--- config.mk ---
export PLATFORM = sky130hd
export DESIGN_NAME = dmem_arbiter
export DESIGN_NICKNAME = d
export VERILOG_FILES = /design/src/rtl/dmem_arbiter.sv
export SDC_FILE = /design/constraint.sdc
export NUM_CORES = 1
export LEC_CHECK = 0
export CAP_MARGIN = 20
export CORE_AREA = 4 4 126 128
export CTS_BUF_LIST = sky130_fd_sc_hd__clkbuf_4 sky130_fd_sc_hd__clkbuf_8 sky130_fd_sc_hd__clkbuf_16
export DETAILED_ROUTE_END_ITERATION = 7
export DIE_AREA = 0 0 130 132
export PLACE_DENSITY = 0.78
export SLEW_MARGIN = 40
export SYNTH_ARGS = -nofsm -noshare
export SYNTH_HDL_FRONTEND = slang
export SYNTH_SLANG_ARGS = --single-unit
--- constraint.sdc ---
create_clock -name clk -period 2.97 [get_ports clk]
set_clock_uncertainty 0.05 [all_clocks]
set_input_delay 0.7425 -clock clk [delete_from_list [all_inputs] [get_ports clk]]
set_output_delay 0.7425 -clock clk [all_outputs]
set_load 0.02 [all_outputs]
--- src/rtl/dmem_arbiter.sv ---
// Two-port data-memory arbiter: core load/store (port 0) and loader/debug (port 1).
// Round-robin on contention, optional per-port lock, registered read return.
module dmem_arbiter #(
    parameter int AW  = 32,
    parameter int DW  = 32,
    parameter int WEW = DW / 8
) (
    input  logic           clk,
    input  logic           reset,
    input  logic           p0_req,
    input  logic           p0_lock,
    input  logic [WEW-1:0] p0_we,
    input  logic [AW-1:0]  p0_addr,
    input  logic [DW-1:0]  p0_wdata,
    output logic           p0_gnt,
    output logic           p0_rvalid,
    output logic [DW-1:0]  p0_rdata,
    input  logic           p1_req,
    input  logic           p1_lock,
    input  logic [WEW-1:0] p1_we,
    input  logic [AW-1:0]  p1_addr,
    input  logic [DW-1:0]  p1_wdata,
    output logic           p1_gnt,
    output logic           p1_rvalid,
    output logic [DW-1:0]  p1_rdata,
    output logic [AW-1:0]  mem_addr,
    output logic [DW-1:0]  mem_din,
    output logic [WEW-1:0] mem_we,
    input  logic [DW-1:0]  mem_dout,
    output logic [15:0]    conflict_cnt
);

    typedef enum logic [1:0] {ARB, LOCK0, LOCK1} state_t;

    state_t          state_q, state_d;
    logic            last_gnt_q, last_gnt_d;   // 0: port 0 last granted, 1: port 1
    logic            g0, g1;
    logic            rv0_q, rv1_q;
    logic [DW-1:0]   rdata0_q, rdata1_q;
    logic [15:0]     cnt_q;
    logic            rd0, rd1;

    // Grant selection and next state; a held lock bypasses arbitration entirely.
    always_comb begin
        state_d    = state_q;
        last_gnt_d = last_gnt_q;
        g0         = 1'b0;
        g1         = 1'b0;
        if (reset) begin
            // no grants while in reset
        end else if (state_q == LOCK0 && p0_lock) begin
            g0 = p0_req;
        end else if (state_q == LOCK1 && p1_lock) begin
            g1 = p1_req;
        end else begin
            // Plain arbitration, also used on the cycle a lock is released.
            if (p0_req && p1_req) begin
                g0 = last_gnt_q;
                g1 = ~last_gnt_q;
            end else begin
                g0 = p0_req;
                g1 = p1_req;
            end
            state_d = ARB;
            if (g0 && p0_lock)      state_d = LOCK0;
            else if (g1 && p1_lock) state_d = LOCK1;
        end
        if (g0) last_gnt_d = 1'b0;
        if (g1) last_gnt_d = 1'b1;
    end

    assign p0_gnt   = g0;
    assign p1_gnt   = g1;
    assign mem_we   = g1 ? p1_we : (g0 ? p0_we : '0);
    assign mem_addr = g1 ? p1_addr  : p0_addr;
    assign mem_din  = g1 ? p1_wdata : p0_wdata;

    assign rd0 = g0 && (p0_we == '0);
    assign rd1 = g1 && (p1_we == '0);

    // State, read-return registers and saturating conflict counter.
    always_ff @(posedge clk) begin
        if (reset) begin
            state_q    <= ARB;
            last_gnt_q <= 1'b1;
            rv0_q      <= 1'b0;
            rv1_q      <= 1'b0;
            rdata0_q   <= '0;
            rdata1_q   <= '0;
            cnt_q      <= '0;
        end else begin
            state_q    <= state_d;
            last_gnt_q <= last_gnt_d;
            rv0_q      <= rd0;
            rv1_q      <= rd1;
            if (rd0) rdata0_q <= mem_dout;
            if (rd1) rdata1_q <= mem_dout;
            if (p0_req && p1_req && (g0 ^ g1) && cnt_q != 16'hFFFF)
                cnt_q <= cnt_q + 16'd1;
        end
    end

    // A reset arriving the cycle after a read grant suppresses that return.
    assign p0_rvalid    = rv0_q & ~reset;
    assign p1_rvalid    = rv1_q & ~reset;
    assign p0_rdata     = rdata0_q;
    assign p1_rdata     = rdata1_q;
    assign conflict_cnt = cnt_q;

endmodule

After elaboration in Yosys (flattened, before gate mapping)
Cells that the tools add are included.
- bits in registers: 85
- output and inout bits: 152
- input bits: 174
- logic and storage cells: 51
- reduce and logical (&&, ||, !) cells: 13
- muxes and demuxes: 20
- bitwise gates (word level): 7
- $add $sub $neg: 1
- equality and inequality tests: 3
- operators by type and width (kind ; count):
    32-bit two-way mux ; 2
    16-bit by 1-bit adder with 16-bit output (second input constant) ; 1
    16-bit != test (second input constant) ; 1
    1-bit two-way mux ; 14
    1-bit logical AND ; 9
    4-bit zero test ; 2
    4-bit two-way mux ; 2
    2-bit two-way mux ; 2
    1-bit inverter ; 4
    1-bit bitwise AND ; 2
    2-bit by 1-bit equality test with 1-bit output (second input constant) ; 1
    2-bit equality test (second input constant) ; 1
    2-bit AND reduction ; 1
    2-bit OR reduction ; 1
    1-bit bitwise XOR ; 1

Depth between registers and ports, before layout
- depth after elaboration: 11
- gate-level depth with buffers: 7
- gate-level depth less buffers: 5

Worst setup path before layout
No wires, ideal clock.
- kind: input to output
- start point: input p1_lock
- end point: output mem_addr[12]
- slack: 0.307 ns
- required time: 2.178 ns
- data arrival time: 1.870 ns
- stages on the path: 5
- path buffers: 2
- cell sequence: and3b_1 -> o2111ai_1 -> buf_4 -> buf_4 -> mux2_2
- longest elaborated chain between the ends: 5
- RTL lines (item ; RTL line ; RTL):
    start: declaration ; 19 ; input logic p1_lock,
    1-bit logical AND ; 53 ; end else if (state_q == LOCK1 && p1_lock) begin
    1-bit two-way mux ; 53 ;
    1-bit two-way mux ; 51 ; end else if (state_q == LOCK0 && p0_lock) begin
    1-bit two-way mux ; 49 ; if (reset) begin
    32-bit two-way mux ; 75 ; assign mem_addr = g1 ? p1_addr : p0_addr;
    end: declaration ; 26 ; output logic [AW-1:0] mem_addr,
No other way between the ends.

Worst setup path in the final report
- start point: input p1_lock
- end point: output mem_din[9]
- longest elaborated chain between the ends: 5
- RTL lines (item ; RTL line ; RTL):
    1-bit logical AND ; 53 ;
    1-bit two-way mux ; 53 ;
    1-bit two-way mux ; 51 ;
    1-bit two-way mux ; 49 ;
    32-bit two-way mux ; 76 ; assign mem_din = g1 ? p1_wdata : p0_wdata;
    end: declaration ; 27 ; output logic [DW-1:0] mem_din,
No other way between the ends.

==> metrics.txt <==
# TYPE chip_impl_metric gauge
chip_impl_metric{name="remaining_drc_errors",unit=""} 0
chip_impl_metric{name="critPathArrivalTime",unit="ns"} 2.19
chip_impl_metric{name="synthToLayoutAreaGrowth",unit="%"} 86.6
chip_impl_metric{name="power.density",unit="mW/mm2"} 362
chip_impl_metric{name="numCtsBuffers",unit=""} 9
chip_impl_metric{name="slew_viol_final",unit=""} 0
chip_impl_metric{name="layout-drive-gt1-share",unit=""} 0.302
chip_impl_metric{name="ctsHtreeMaxLevel",unit=""} 3
chip_impl_metric{name="seq_area",unit="mm2"} 0.00170
chip_impl_info{name="holdCritPathClass",value="reg -> reg"} 1
chip_impl_metric{name="timing.final.crit_share",unit=""} 1.01
chip_impl_metric{name="grt.overflow.total",unit=""} 0
chip_impl_metric{name="postSynthAreaPerCell",unit="um2"} 9.83
chip_impl_metric{name="finalPower",unit="uW"} 3050
chip_impl_metric{name="crit_path_max_fanout",unit=""} 8
chip_impl_metric{name="die_area",unit="mm2"} 0.0172
chip_impl_metric{name="dpl_worst_slack",unit="ns"} -0.668
chip_impl_info{name="worst_setup_path_start_kind",value="primary input"} 1
chip_impl_metric{name="final_cells",unit=""} 1003
chip_impl_info{name="cts_tree",value="yes"} 1
chip_impl_metric{name="synth.net_count",unit=""} 635
chip_impl_metric{name="grt_antenna_before_repair",unit=""} 3
chip_impl_info{name="unrepaired_setup_endpoints_after_global_routing",value="yes"} 1
chip_impl_metric{name="setup_viol",unit=""} 3
chip_impl_info{name="clock-root-buffer",value="sky130_fd_sc_hd__clkbuf_16"} 1
chip_impl_metric{name="initial_core_utilization",unit=""} 0.304
chip_impl_metric{name="power_frac_comb",unit=""} 0.250
chip_impl_metric{name="post_layout_min_period",unit="ns"} 2.99
chip_impl_metric{name="power_switching_share",unit=""} 0.267
chip_impl_metric{name="clk_pin_slew",unit="ns"} 0.06
chip_impl_metric{name="setup_slack_of_the_critical_path_after_layout",unit="ns"} -0.0150
chip_impl_metric{name="max_clock_freq",unit="GHz"} 0.335
chip_impl_metric{name="power_frac_seq",unit=""} 0.379
chip_impl_metric{name="maximum_number_of_pins_on_one_net_before_global_route_repair",unit=""} 74
chip_impl_metric{name="final_nets",unit=""} 982
chip_impl_metric{name="worst-slew-pin-transition",unit="ns"} 0.798
chip_impl_info{name="status",value="complete, but fails checks"} 1
chip_impl_metric{name="die_height",unit="um"} 132
chip_impl_metric{name="synthesis.area",unit="mm2"} 0.00452
chip_impl_metric{name="post-dp-hpwl",unit="um"} 16700
chip_impl_metric{name="maxSlewHeadroom",unit=""} 0.468
chip_impl_metric{name="clkPwrFrac",unit=""} 0.371
chip_impl_metric{name="fillers",unit=""} 1306
chip_impl_metric{name="port-buffer-count",unit=""} 325
chip_impl_metric{name="critical_path_required",unit="ns"} 2.18
chip_impl_info{name="layout_commonest_cell",value="sky130_fd_sc_hd__clkdlybuf4s50_1"} 1
chip_impl_metric{name="clk_latency",unit="ns"} 0.34
chip_impl_info{name="setup_crit_end_kind",value="output pin"} 1
chip_impl_metric{name="synth_sequential_area_ratio",unit=""} 0.376
chip_impl_metric{name="global_routing_usage_summed_across_all_routing_layers",unit=""} 0.235
chip_impl_metric{name="ys.warnings.count",unit=""} 0
chip_impl_metric{name="drt_pre_antenna_iters",unit=""} 4
chip_impl_metric{name="dpl.cell_count",unit=""} 977
chip_impl_metric{name="ctsLongestPathBuffers",unit=""} 2
chip_impl_metric{name="synthCells",unit=""} 460
chip_impl_metric{name="floorplan.core_area",unit="mm2"} 0.0149
chip_impl_metric{name="grt_first_pass_wirelength",unit="um"} 30900
chip_impl_metric{name="tritoncts_num_sinks",unit=""} 85
chip_impl_metric{name="via_per_inst",unit=""} 5.01
chip_impl_metric{name="power_leakage",unit="uW"} 0.00334
chip_impl_metric{name="core.rowCount",unit=""} 45
chip_impl_metric{name="drv.max_cap_violation_count",unit=""} 0
chip_impl_info{name="final_cell_mix",value="sky130_fd_sc_hd__clkdlybuf4s50_1, sky130_fd_sc_hd__dfxtp_1, sky130_fd_sc_hd__mux2_2, sky130_fd_sc_hd__buf_2, sky130_fd_sc_hd__a21oi_1"} 1
chip_impl_metric{name="average_detailed_routed_wire_length_per_instance",unit="um"} 21.0
chip_impl_metric{name="power.internal",unit="uW"} 2240
chip_impl_metric{name="via_count_of_the_first_global_routing_pass",unit=""} 5163
chip_impl_info{name="critPathKind",value="in -> out"} 1
chip_impl_metric{name="drt.antenna.violating_nets",unit=""} 0
chip_impl_metric{name="io-pin-count",unit=""} 326
chip_impl_metric{name="drt-total-wl",unit="um"} 21100
chip_impl_metric{name="ir_drop",unit="mV"} 0.276
chip_impl_metric{name="finalHoldViolations",unit=""} 0
chip_impl_info{name="violations",value="negative setup slack"} 1
chip_impl_metric{name="detailroute.via_count",unit=""} 5027
chip_impl_metric{name="routabilityCongestion",unit=""} 0.892
chip_impl_metric{name="die-width",unit="um"} 130
chip_impl_metric{name="synthDistinctLibCells",unit=""} 41
chip_impl_metric{name="net-switching-power",unit="uW"} 814
chip_impl_metric{name="multiInputGateArea",unit="mm2"} 0.00267
chip_impl_metric{name="synth-seq-cells",unit=""} 85
chip_impl_metric{name="drt_first_iter_violations",unit=""} 256
## worst max-delay path, stage by stage
cell and delay [ns]:
sky130_fd_sc_hd__buf_6 0.09, sky130_fd_sc_hd__and3b_2 0.22, sky130_fd_sc_hd__o2111ai_4 0.22, sky130_fd_sc_hd__buf_12 0.18, sky130_fd_sc_hd__buf_12 0.13, sky130_fd_sc_hd__buf_8 0.13, sky130_fd_sc_hd__mux2_4 0.32, sky130_fd_sc_hd__buf_6 0.15
## metal layers
layer / share of wire / wire length, um / global-route usage
met5: 0 / 0 / 0
met4: 0.040 / 850 / 0.109
met3: 0.089 / 1880 / 0.0677
met2: 0.52 / 10900 / 0.424
met1: 0.35 / 7430 / 0.249
## power by group through the flow
stage | Clock, uW | Sequential, uW | Combinational, uW
floorplan | 0 | 1190 | 273
global placement | 0 | 1180 | 770
detailed placement | 0 | 1180 | 777
CTS | 1170 | 1160 | 771
global route | 1210 | 1160 | 805
finish | 1130 | 1160 | 764
## flip-flops by register name (all words and copies together), names as in the netlist
name	cells
conflict_cnt	16
last_gnt_q	1
p0_rdata	32
p1_rdata	32
rv0_q	1
rv1_q	1
state_q	2
## path summary, 6_finish.rpt
| check | end | start | cells after the start | slack, ns |
|---|---|---|---|---|
| max | mem_din[9] | p1_lock | 8 | -0.02 |
| min | p0_rdata[2] | p0_rdata[2] | 2 | 0.42 |
| max reg2reg | p1_rdata[7] | state_q[0] | 8 | 0.77 |
| min reg2reg | p0_rdata[2] | p0_rdata[2] | 2 | 0.42 |
## Yosys cell counts (all sizes together)
cell type  instances  area share
nor3b              2      0.0033
a22o               4      0.0077
and3b              2      0.0039
nor2               6      0.0050
o2111ai            1      0.0019
a21boi             1      0.0025
a32oi              1      0.0019
buf               18       0.030
nor4               4      0.0069
nand2b             2      0.0028
o21ai             35       0.039
mux2              98        0.27
ha                 1      0.0028
nor3               1      0.0011
nor2b             37       0.051
clkbuf            19       0.016
and2               1      0.0014
a31oi              1      0.0014
o311ai             2      0.0039
a2111oi            1      0.0019
and4               4      0.0077
nand2              7      0.0058
nand3b             4      0.0066
or4                8       0.013
o41ai              2      0.0039
and3               2      0.0028
o31ai              8       0.013
dfxtp             85        0.38
nand3             43       0.050
or3                1      0.0014
nand4              6      0.0083
a21oi             45       0.050
inv                7      0.0058
o2bb2ai            1      0.0019
## final cells by class
class                      count  share of cell area
clock buffer                   9              0.0267
timing repair buffer         373               0.415
antenna                        3            0.000890
tap                          188              0.0279
clock inverter                 7             0.00890
sequential                    85               0.202
inverter                       7             0.00311
multi-input combinational    331               0.316
## what timing repair did
action | CTS | global route
gates resized for setup | 304 | 13
setup buffers | 4 | 2
gates cloned | 2 | 0
hold buffers | 0 | 0
pin swaps | 2 | 1
endpoints found under the setup margin | 70 | 48
## logic make-up (layout without fill, tap and decap cells)
family | after synthesis | in the layout | share of synthesized area
AOI/OAI and AO/OA | 102 | 102 | 0.129
adders and majority gates | 1 | 1 | 0.00277
buffers and inverters | 44 | 396 | 0.0517
DFF | 85 | 85 | 0.376
muxes | 98 | 98 | 0.269
other | 0 | 3 | 0
and+or+nand+nor | 130 | 130 | 0.171
## stage by stage
step / instance area [um2] / util / setup TNS (ns) / hold WS [ns]
2_1_floorplan: 4520 / - / 0 / 0.446
3_3_place_gp: 8160 / 0.549 / -39.82 / 0.410
3_5_place_dp: 8170 / 0.550 / -41.76 / 0.416
4_1_cts: 8450 / 0.568 / -0.155 / 0.424
5_1_grt: 8440 / 0.568 / -0.861 / 0.446
6_report: 8440 / 0.568 / -0.0319 / 0.424
(Power assumes the default switching activity.)
